File: src/rtl/icb_dma_initiator_pkg.sv
// Shared constants for the ICB block-copy initiator: FSM encodings, bus widths, pointer helpers.
package icb_dma_initiator_pkg;

   localparam int ADDR_W = 32;
   localparam int BUS_W  = 32;

   localparam logic [2:0] DMA_ST_IDLE   = 3'd0;
   localparam logic [2:0] DMA_ST_RD_CMD = 3'd1;
   localparam logic [2:0] DMA_ST_RD_RSP = 3'd2;
   localparam logic [2:0] DMA_ST_WR_CMD = 3'd3;
   localparam logic [2:0] DMA_ST_DONE   = 3'd4;

   localparam logic [ADDR_W-1:0] WORD_ALIGN = 32'hFFFF_FFFC;
   localparam logic [3:0]        WMASK_ALL  = 4'hF;

   // Word pointers advance by one 32-bit word and wrap naturally at 2^32.
   function automatic logic [ADDR_W-1:0] next_word(input logic [ADDR_W-1:0] ptr);
      return ptr + 32'd4;
   endfunction

endpackage

File: src/rtl/icb_dma_initiator.sv
// ICB initiator copying cfg_len words from cfg_src to cfg_dst, one transaction in flight.
// Build option ICB_DMA_ERR_ABORT_EN: a read error ends the transfer instead of writing the bad word.
module icb_dma_initiator
   import icb_dma_initiator_pkg::*;
#(
   parameter int LEN_W = 16
) (
   input  logic              clk,
   input  logic              rst_n,
   input  logic              cfg_start,
   input  logic [ADDR_W-1:0] cfg_src,
   input  logic [ADDR_W-1:0] cfg_dst,
   input  logic [LEN_W-1:0]  cfg_len,
   output logic              busy,
   output logic              done,
   output logic              err,
   output logic              m_icb_cmd_valid,
   input  logic              m_icb_cmd_ready,
   output logic [ADDR_W-1:0] m_icb_cmd_addr,
   output logic              m_icb_cmd_read,
   output logic [BUS_W-1:0]  m_icb_cmd_wdata,
   output logic [3:0]        m_icb_cmd_wmask,
   input  logic              m_icb_rsp_valid,
   output logic              m_icb_rsp_ready,
   input  logic              m_icb_rsp_err,
   input  logic [BUS_W-1:0]  m_icb_rsp_rdata
);

   logic [2:0]        state;
   logic [ADDR_W-1:0] src_ptr;
   logic [ADDR_W-1:0] dst_ptr;
   logic [LEN_W-1:0]  cnt;
   logic [BUS_W-1:0]  hold;

   always_ff @(posedge clk or negedge rst_n) begin
      if (!rst_n) begin
         state   <= DMA_ST_IDLE;
         src_ptr <= '0;
         dst_ptr <= '0;
         cnt     <= '0;
         hold    <= '0;
         err     <= 1'b0;
      end else begin
         case (state)
            DMA_ST_IDLE: begin
               if (cfg_start) begin
                  err <= 1'b0;
                  if (cfg_len != '0) begin
                     src_ptr <= cfg_src & WORD_ALIGN;
                     dst_ptr <= cfg_dst & WORD_ALIGN;
                     cnt     <= cfg_len;
                     state   <= DMA_ST_RD_CMD;
                  end else begin
                     state   <= DMA_ST_DONE;
                  end
               end
            end
            DMA_ST_RD_CMD: begin
               if (m_icb_cmd_ready) state <= DMA_ST_RD_RSP;
            end
            DMA_ST_RD_RSP: begin
               if (m_icb_rsp_valid) begin
                  hold <= m_icb_rsp_rdata;
                  if (m_icb_rsp_err) err <= 1'b1;
`ifdef ICB_DMA_ERR_ABORT_EN
                  state <= m_icb_rsp_err ? DMA_ST_DONE : DMA_ST_WR_CMD;
`else
                  state <= DMA_ST_WR_CMD;
`endif
               end
            end
            DMA_ST_WR_CMD: begin
               // Writes are posted: the cmd handshake completes the word.
               if (m_icb_cmd_ready) begin
                  src_ptr <= next_word(src_ptr);
                  dst_ptr <= next_word(dst_ptr);
                  cnt     <= cnt - LEN_W'(1);
                  state   <= (cnt == LEN_W'(1)) ? DMA_ST_DONE : DMA_ST_RD_CMD;
               end
            end
            DMA_ST_DONE: state <= DMA_ST_IDLE;
            default:     state <= DMA_ST_IDLE;
         endcase
      end
   end

   assign busy            = (state == DMA_ST_RD_CMD) || (state == DMA_ST_RD_RSP) ||
                            (state == DMA_ST_WR_CMD);
   assign done            = (state == DMA_ST_DONE);
   assign m_icb_cmd_valid = (state == DMA_ST_RD_CMD) || (state == DMA_ST_WR_CMD);
   assign m_icb_cmd_read  = (state == DMA_ST_RD_CMD);
   assign m_icb_cmd_addr  = (state == DMA_ST_WR_CMD) ? dst_ptr : src_ptr;
   assign m_icb_cmd_wdata = hold;
   assign m_icb_cmd_wmask = WMASK_ALL;
   // Write responses are never awaited, so any rsp outside RD_RSP just drains.
   assign m_icb_rsp_ready = 1'b1;

endmodule

File: config.mk
export PLATFORM = sky130hd
export DESIGN_NAME = icb_dma_initiator
export DESIGN_NICKNAME = d
export VERILOG_FILES = /design/src/rtl/icb_dma_initiator_pkg.sv /design/src/rtl/icb_dma_initiator.sv
export SDC_FILE = /design/constraint.sdc
export NUM_CORES = 1
export LEC_CHECK = 0
export BUFFER_PORTS_ARGS = -buffer_cell sky130_fd_sc_hd__buf_2
export CAP_MARGIN = 20
export CORE_MARGIN = 5
export CORE_UTILIZATION = 35
export CTS_BUF_LIST = sky130_fd_sc_hd__clkbuf_4 sky130_fd_sc_hd__clkbuf_8
export CTS_CLUSTER_SIZE = 8
export DETAILED_ROUTE_END_ITERATION = 10
export MAX_ROUTING_LAYER = met4
export PLACE_DENSITY = 0.71
export SKIP_LAST_GASP = 1
export SLEW_MARGIN = 25
export SYNTH_ARGS = -nofsm -noshare
export SYNTH_HDL_FRONTEND = slang
export SYNTH_SLANG_ARGS = --single-unit
File: constraint.sdc
create_clock -name clk -period 2 [get_ports clk]
set_input_delay 0.2 -clock clk [delete_from_list [all_inputs] [get_ports clk]]
set_output_delay 0.2 -clock clk [all_outputs]
set_load 0.005 [all_outputs]
==> key figures <==
Final layout
  – Fill cell count: 1777
  – Layout cells sized above 1: between 30 and 40%
  – # nets final: 1173
  – Final Instance Area: 9090 sq um
  – Area Growth Syn to Fin: 36.3%

CTS
  – Num CTS Buffers: 9
  – CTS H-Tree Depth: 3
  – Skew-Pair Late Insertion Delay: roughly 410 ps
  – TritonCTS clock tree: yes
  – Longest Clk Path Bufs: 2
  – Root buf cell: clkbuf_8
  – Clk sinks: 112
  – CTS clk-pin slew, worst paths: between 100 and 150 ps

Power and ir drop
  – Seq pwr share: 30.5%
  – Combinational group share of total power: 59.2%
  – Leakage: about 4.1 nW
  – Int Power: 8.02 mW
  – Pwr Total: 14.6 mW
  – Peak supply drop: 0.828 mV
  – Sw Share: 45.0%
  – Sw Pwr: approximately 6.6 mW
  – Clock power frac: around a tenth
  – Total power per unit cell area: 1600 nW/um^2

STA
  – Final hold vios: 0
  – Max Slew Vio Count: 0
  – Tcrit/Tclk final: 100%
  – Final worst slack: -3.21 ps
  – Clock Skews: 15.1 ps
  – Rel. slew slack: about two thirds
  – Max Fclk: 0.499 GHz
  – Final number of setup-violating endpoints: 1
  – Tmin final: around 2000 ps
  – Measured slew at the worst slew-check pin: 491 ps
  – RSZ-0062 raised after global routing: yes

Synthesis
  – Commonest cells in the netlist: 124 x nand2_1, 112 x dfrtp_1, 87 x a21oi_1
  – Synth top area cells: dfrtp_1 42%, nand2_1 7.0%, a21oi_1 6.5%
  – Main synth FF type: dfrtp_1
  – Synth warnings: 0
  – Cells after synthesis: roughly 800
  – Yosys reg bits: 112
  – Post-synthesis cell type count: 62
  – Post-synth top area share: between 40% and 50%
  – EDFF count, synth: 0
  – Area leader, netlist: dfrtp_1
  – Post-synth ARST share: 100%
  – Cell area after synthesis: 6670 sq um
  – Register area share after synthesis: between 40% and 50%
  – Most frequent cell after synthesis: nand2_1
  – Syn Area/Cell: 8.37 sq um

Routing
  – Final WL: 24.2 mm
  – DRT iter0 DRCs: 542
  – Vias after detailed routing: 7318
  – Routed len/inst: between 15 and 20 microns
  – DR pass1 iterations: 5
  – DR vias/cell: 5.66
  – Antenna Nets Post-Route: 0
  – DR DRC count: 0

Placed design
  – DP Wirelength: approximately 17 mm
  – Post-Place Setup Slack: 2.04 ps
  – Routability cong.: 0.921
  – Placement Cell Area: about 8400 sq um
  – IO buf count: between 150 and 200

Worst setup path
  – Worst Path Max Fanout: 6
  – CP Cell Sequence: nand4_4 > or4_4 > buf_4 > nor4_1 > o21ai_0 > a22o_1
  – Required time worst endpoint: 2310 ps
  – Slowest cell on crit path: or4_4
  – Crit Path Class: reg2reg
  – Crit start category: flip-flop
  – Critical path's largest stage delay: 540 ps
  – Arrival time at the worst endpoint: 2310 ps
  – Top delay family on crit path: simple AND/OR/NAND/NOR gates
  – Worst Path Buf+Inv: 1
  – Worst r2r src: dst_ptr[8]
  – Crit. End Element: flip-flop
  – Worst setup startpoint: dst_ptr[8]

Floorplan
  – Starting Density: 35.6%
  – Die W: 148 microns
  – Die Ht: 148 microns
  – Core Area: 18800 sq um
  – Ports: between 150 and 200
  – Area of the die: 21900 sq um
  – Cell row count: 50

Global routing
  – Gr ovfl total: 0
  – Initial antenna violation count: 3
  – Largest net degree at the start of global routing: 42
  – Number of global-route vias before repair: 7155
  – GRT Overall Usage: 22.0%
  – First-pass GRT wire length: between 30 and 40 mm

Run status
  – Status: finished with violations
  – Failing checks: negative setup slack

Worst hold path
  – Worst min path class: in2reg
  – Hold_sp: m_icb_rsp_rdata[8]

Run
  – Max Cap Violations: 0
[final timing paths]
path	cells past startpoint	slack, ps	to
min in group asynchronous	2	270	dst_ptr[24]
max reg2reg	6	-3	dst_ptr[27]
max in group asynchronous	3	1110	src_ptr[16]
min reg2reg	1	510	m_icb_cmd_wdata[8]
min	2	20	m_icb_cmd_wdata[8]
max	6	-3	dst_ptr[27]
[placed cells by master, fill, tap and decap left out, types with 4 or more instances in the layout]
cell           instances
a21oi_1               87
a22oi_1                5
a2bb2oi_1              7
a31oi_1               18
a41o_1                 5
and3_1                10
buf_12                 8
buf_2                179
buf_4                 93
buf_6                  6
clkbuf_8               9
conb_1                 7
dfrtp_1              109
dlygate4sd3_1         16
ha_1                   4
inv_1                 10
inv_6                  4
mux2_2                32
nand2_1              117
nand2_2                5
nand3_1               24
nand4_1               21
nor2_1                69
nor3_1                13
nor4_1                16
o21a_1                 6
o21ai_0               57
o22a_1                16
o22ai_1               15
o2bb2a_1               5
o2bb2ai_1              6
o32ai_1                5
[flip-flops by register name, indices dropped and copies added, names as in the netlist]
signal,count
err,1
state,3
src_ptr,30
cnt,16
m_icb_cmd_wdata,32
dst_ptr,30
[area by class of cell]
| class | count | area, sq um | area share, % |
|---|---|---|---|
| multi-input cells | 611 | 3650 | 40.2 |
| flip-flops and latches | 112 | 2810 | 30.9 |
| well taps | 234 | 293 | 3.22 |
| inverters | 11 | 43.8 | 0.482 |
| clock inverters | 7 | 85.1 | 0.936 |
| diodes | 3 | 7.51 | 0.0826 |
| clock buffers | 9 | 124 | 1.36 |
| repair buffers | 306 | 2080 | 22.9 |
[power by group through the flow]
stage / clock network (mW) / logic (mW) / registers (mW)
CTS: 1.56 / 8.23 / 4.38
global route: 1.63 / 9.45 / 4.58
finish: 1.51 / 8.63 / 4.44
global placement: 0 / 7.69 / 4.39
floorplan: 0 / 4.53 / 4.26
detailed placement: 0 / 7.83 / 4.43
[worst reg2reg max path: stages, from the launching register on]
cell and delay (ps):
dfrtp_2 450, nand4_4 100, or4_4 540, buf_4 190, nor4_1 300, o21ai_0 140, a22o_1 190
[cell families after synthesis]
logic type                 count (synthesis)  share of synthesized area [%]
and+or+nand+nor                          308                           21.7
DFF                                      112                           42.0
muxes                                     35                           5.85
buffers and inverters                     80                           5.29
adders and majority gates                  4                          0.750
AOI/OAI and AO/OA                        255                           24.1
xor gates and xnor gates                   1                          0.131
other                                      2                          0.113
[repair_timing]
item / CTS / global route
pin swaps: 1 / 1
hold buffers: 16 / 0
resized for setup: 11 / 25
buffers inserted: 10 / 3
setup endpoints to repair: 30 / 46
gates cloned: 2 / 2
hold endpoints to repair: 38 / 0
[per-stage QoR]
step           utilization, %  hold slack [ps]  cells  TNS (ps)
2_1_floorplan               -            -95.6    802         0
5_1_grt                  48.4             7.62   1293      -946
6_report                 48.4             24.5   1293     -3.21
3_3_place_gp             44.8              174   1241         0
3_5_place_dp             44.8              174   1241         0
4_1_cts                  47.5           0.0540   1285     -26.3
[routing by layer]
metal	global-route usage [%]	share of wire (%)	vias up
met5	-	0	-
met2	35.7	47	386
met3	5.73	9.9	35
met1	27.6	41	3476
met4	5.45	2.0	0
li1	-	-	3421
No activity file was read; power rests on OpenSTA's default activity.
